## config.mk

```make
export PLATFORM = sky130hd
export DESIGN_NAME = multiplier_datapath_flat
export DESIGN_NICKNAME = d
export VERILOG_FILES = /design/src/rtl/multiplier_datapath_if.sv /design/src/rtl/multiplier_datapath.sv /design/src/flat_wrapper.sv
export SDC_FILE = /design/constraint.sdc
export NUM_CORES = 1
export LEC_CHECK = 0
export CAP_MARGIN = 20
export CORE_MARGIN = 4
export CORE_UTILIZATION = 35
export DETAILED_ROUTE_END_ITERATION = 16
export PLACE_DENSITY = 0.59
export SLEW_MARGIN = 20
export SYNTH_ARGS = -nofsm -noshare
export SYNTH_HDL_FRONTEND = slang
export SYNTH_SLANG_ARGS = --single-unit
export TNS_END_PERCENT = 5
```

## constraint.sdc

```tcl
create_clock -name clk -period 2.99 [get_ports clk]
set_clock_uncertainty 0.2 [all_clocks]
set_input_delay 0.299 -clock clk [delete_from_list [all_inputs] [get_ports clk]]
set_output_delay 0.299 -clock clk [all_outputs]
set_load 0.05 [all_outputs]
```

## src/rtl/multiplier_datapath_if.sv

```systemverilog
// multiplier_datapath_if: command and register-view bundle between the multiplier FSM and its datapath
interface multiplier_datapath_if #(parameter int WIDTH = 8);
  logic [WIDTH-1:0] S;
  logic clr_ld;
  logic clearA;
  logic addsub;
  logic Sub_en;
  logic Shift_en;
  logic [WIDTH-1:0] Aval;
  logic [WIDTH-1:0] Bval;
  logic Xval;
  logic bout;
  modport master (
    output S, clr_ld, clearA, addsub, Sub_en, Shift_en,
    input  Aval, Bval, Xval, bout
  );
  modport slave (
    input  S, clr_ld, clearA, addsub, Sub_en, Shift_en,
    output Aval, Bval, Xval, bout
  );
endinterface

```

## src/rtl/multiplier_datapath.sv

```systemverilog
// multiplier_datapath: {X, A, B} registers with a WIDTH+1 bit add/sub and arithmetic right shift
module multiplier_datapath #(
  parameter int WIDTH = 8
) (
  input logic clk,
  input logic reset,
  multiplier_datapath_if.slave bus
);
  logic x;
  logic [WIDTH-1:0] a;
  logic [WIDTH-1:0] b;
  logic [WIDTH:0] a_ext;
  logic [WIDTH:0] s_ext;
  logic [WIDTH:0] sum;
  assign a_ext = {a[WIDTH-1], a};
  assign s_ext = {bus.S[WIDTH-1], bus.S};
  // Subtraction as A + ~S + 1; the carry out of bit WIDTH is discarded
  assign sum = bus.Sub_en ? a_ext + ~s_ext + 1'b1 : a_ext + s_ext;
  always_ff @(posedge clk) begin
    if (reset) begin
      x <= 1'b0;
      a <= '0;
      b <= '0;
    end else if (bus.clr_ld) begin
      x <= 1'b0;
      a <= '0;
      b <= bus.S;
    end else if (bus.clearA) begin
      x <= 1'b0;
      a <= '0;
    end else if (bus.addsub) begin
      {x, a} <= sum;
    end else if (bus.Shift_en) begin
      a <= {x, a[WIDTH-1:1]};
      b <= {a[0], b[WIDTH-1:1]};
    end
  end
  assign bus.Aval = a;
  assign bus.Bval = b;
  assign bus.Xval = x;
  assign bus.bout = b[0];
endmodule
```

## src/flat_wrapper.sv

```systemverilog
// flat-port wrapper written by rule: the top's interface ports become plain ports
module multiplier_datapath_flat 
#(
  parameter int WIDTH = 8
)
  (clk, reset, bus_S, bus_clr_ld, bus_clearA, bus_addsub, bus_Sub_en, bus_Shift_en, bus_Aval, bus_Bval, bus_Xval, bus_bout);
  multiplier_datapath_if #(.WIDTH(WIDTH)) bus_i ();
  input logic clk;
  input logic reset;
  input wire logic [$bits(bus_i.S)-1:0] bus_S;
  input wire logic [$bits(bus_i.clr_ld)-1:0] bus_clr_ld;
  input wire logic [$bits(bus_i.clearA)-1:0] bus_clearA;
  input wire logic [$bits(bus_i.addsub)-1:0] bus_addsub;
  input wire logic [$bits(bus_i.Sub_en)-1:0] bus_Sub_en;
  input wire logic [$bits(bus_i.Shift_en)-1:0] bus_Shift_en;
  output wire logic [$bits(bus_i.Aval)-1:0] bus_Aval;
  output wire logic [$bits(bus_i.Bval)-1:0] bus_Bval;
  output wire logic [$bits(bus_i.Xval)-1:0] bus_Xval;
  output wire logic [$bits(bus_i.bout)-1:0] bus_bout;
  assign bus_i.S = bus_S;
  assign bus_i.clr_ld = bus_clr_ld;
  assign bus_i.clearA = bus_clearA;
  assign bus_i.addsub = bus_addsub;
  assign bus_i.Sub_en = bus_Sub_en;
  assign bus_i.Shift_en = bus_Shift_en;
  assign bus_Aval = bus_i.Aval;
  assign bus_Bval = bus_i.Bval;
  assign bus_Xval = bus_i.Xval;
  assign bus_bout = bus_i.bout;
  multiplier_datapath #(.WIDTH(WIDTH)) u_core (.clk(clk), .reset(reset), .bus(bus_i));
endmodule
```

==> impl_metrics.env <==
export IMPL_initialDrtViolationCount=43
export IMPL_synth_warnings=0
export IMPL_p_per_area_nw_per_um2=330.7
export IMPL_place_gp_congestion=0.8099
export IMPL_rsz0062_at_grt="no"
export IMPL_synth_edf_count=0
export IMPL_dieArea_um2=5354
export IMPL_synth_flop_cell="dfxtp_1"
export IMPL_finalHoldViolations=0
export IMPL_crit_fanout=4
export IMPL_yosysMostFrequentCell="nor2_1"
export IMPL_netlist_instances=184
export IMPL_endpoint_kind="register"
export IMPL_ant_nets=0
export IMPL_synth_commonest_cells="nor2_1, a21oi_1, dfxtp_1, ha_1, inv_1"
export IMPL_report_final_slew_viol_count=0
export IMPL_cts_max_path_buffers=2
export IMPL_h_tree_depth=1
export IMPL_start_util_pct=36.63
export IMPL_status="completed"
export IMPL_ioPinCount=33
export IMPL_required_ns=2.99
export IMPL_portBuffers=32
export IMPL_cts_tree="done"
export IMPL_grt_pass1_wl_um=6520
export IMPL_hp_class="reg2reg"
export IMPL_area_growth_pct=28.37
export IMPL_root_buffer="clkbuf_8"
export IMPL_dp_slack_ns=0.2125
export IMPL_clock_sinks=17
export IMPL_tns_ns=0
export IMPL_clkLatencyLatePin_ns=0.25
export IMPL_ys_seq_area_share_pct=22.90
export IMPL_clk_pin_slew_ns=0.07
export IMPL_ir_drop_mv=0.1614
export IMPL_finalWorstSetupSlack_ns=0.4513
export IMPL_hpwl_um=3025
export IMPL_cap_violations=0
export IMPL_core_area_um2=4058
export IMPL_die_height_um=73.17
export IMPL_synth_area_um2=1486
export IMPL_synth_nets=218
export IMPL_leakagePower_nw=0.8063
export IMPL_syn_avg_cell_area_um2=8.078
export IMPL_antenna_cells=0
export IMPL_synthArstFlopShare_pct=0
export IMPL_synth_top_area_share_pct=22.90
export IMPL_synth_top_area_cell="dfxtp_1"
export IMPL_grt_ovfl_total=0
export IMPL_cp_start_kind="input pin"
export IMPL_power_total_mw=0.6311
export IMPL_detail_route_first_pass_iterations=4
export IMPL_vias=1385
export IMPL_antenna_found_initial=0
export IMPL_ys_ff_latch=17
export IMPL_first_global_vias=1434
export IMPL_cts_made_buffers=3
export IMPL_fin_crit_sh_pct=84.91
export IMPL_setup_viol=0
export IMPL_fin_util_pct=47.02
export IMPL_maxSlewHeadroom_pct=65.74
export IMPL_stdcell_area_um2=1908
export IMPL_cts_resized=0
export IMPL_rows=23
export IMPL_grt_util_all_layers_pct=15.46
export IMPL_grt_max_degree=21
export IMPL_postPlaceCellArea_um2=1863
export IMPL_vias_per_cell=5.226
export IMPL_worstMarginPinSlew_ns=0.5123
export IMPL_wirelength_um=3824
export IMPL_fmax_ghz=0.3939
export IMPL_drive_above_1_share_pct=5.581
export IMPL_post_cts_buffers=0
export IMPL_ys_top_cells_by_area="dfxtp_1, ha_1, mux2i_1"
export IMPL_synth_distinct_cells=39
export IMPL_fp_dieW_um=73.17
export IMPL_worstPathArrival_ns=2.54
export IMPL_nets=250
export IMPL_post_drt_wl_per_cell_um=14.43
export IMPL_drc=0
export IMPL_cts_hold_buf=0
export IMPL_setup_worst_path_class="in2reg"
export IMPL_post_route_min_period_ns=2.539
-- per-stage QoR --
| stage | cells | hold slack (ns) |
|---|---|---|
| global placement | 261 | 0.2970 |
| detailed placement | 261 | 0.3013 |
| global route | 265 | 0.3458 |
| CTS | 265 | 0.3141 |
| floorplan | 184 | 0.3068 |
| finish | 265 | 0.3103 |
-- power by group --
| part | total [mW] | internal [mW] | switching, mW |
|---|---|---|---|
| Sequential | 0.245 | 0.236 | 0.00964 |
| Clock | 0.178 | 0.0947 | 0.0830 |
| Combinational | 0.208 | 0.0878 | 0.120 |
-- worst paths after layout --
kind | from | end | slack, ns | cells past startpoint
setup / recovery | bus_S[1] | u_core.bus.Aval[7] | 0.45 | 9
hold / removal | u_core.bus.Xval | u_core.bus.Xval | 0.31 | 2
setup reg to reg | u_core.bus.Aval[0] | u_core.bus.Aval[4] | 0.66 | 8
hold reg to reg | u_core.bus.Xval | u_core.bus.Xval | 0.31 | 2
-- cell usage in the layout (no fill, tap or decap), types with 6 or more instances in the layout --
cell type,n
a211oi_1,12
nor2b_1,6
a21oi_1,17
ha_1,17
clkdlybuf4s50_1,32
nand2_1,7
nor2_1,27
inv_1,15
dfxtp_1,17
mux2i_1,11
-- flip-flops by register name, indices dropped and copies added (netlist names) --
name and count:
u_core.bus.Xval 1, u_core.bus.Aval 8, u_core.bus.Bval 8
-- cells by family (layout without fill, tap and decap cells) --
family / after synthesis / count (layout) / share of synthesized area, %
multiplexers: 11 / 11 / 7.408
XOR/XNOR: 5 / 5 / 2.946
AO/OA/AOI/OAI: 50 / 50 / 23.74
AND/OR/NAND/NOR: 56 / 56 / 19.02
adder cells (fa/ha/maj): 19 / 19 / 17.00
flip-flops: 17 / 17 / 22.90
buffers and inverters: 26 / 57 / 6.987
-- cell type report --
type / instances / area (um2)
Inverter: 16 / 60.06
Fill cell: 414 / 2150
Multi-Input combinational cell: 141 / 1042
Tap cell: 50 / 62.56
Timing Repair Buffer: 37 / 357.8
Sequential cell: 17 / 340.3
Clock buffer: 4 / 45.04
-- worst max-delay path, cell delays in order --
cell and delay [ns]:
clkdlybuf4s50_1 0.56, inv_1 0.11, ha_1 0.30, nand2b_4 0.16, a2111oi_4 0.39, nor4b_1 0.10, a221o_1 0.29, nor4_1 0.21
nand3b_1 0.13
-- per-layer routing --
| layer | GRT usage, % | vias to the layer above | share of wire [%] |
|---|---|---|---|
| met1 | 19.25 | 637 | 45 |
| met3 | 2.755 | 4 | 4.3 |
| met5 | 0 | - | 0 |
| li1 | - | 707 | - |
| met2 | 26.91 | 37 | 50 |
| met4 | 4.508 | 0 | 0.94 |
No activity file was read; power rests on OpenSTA's default activity.
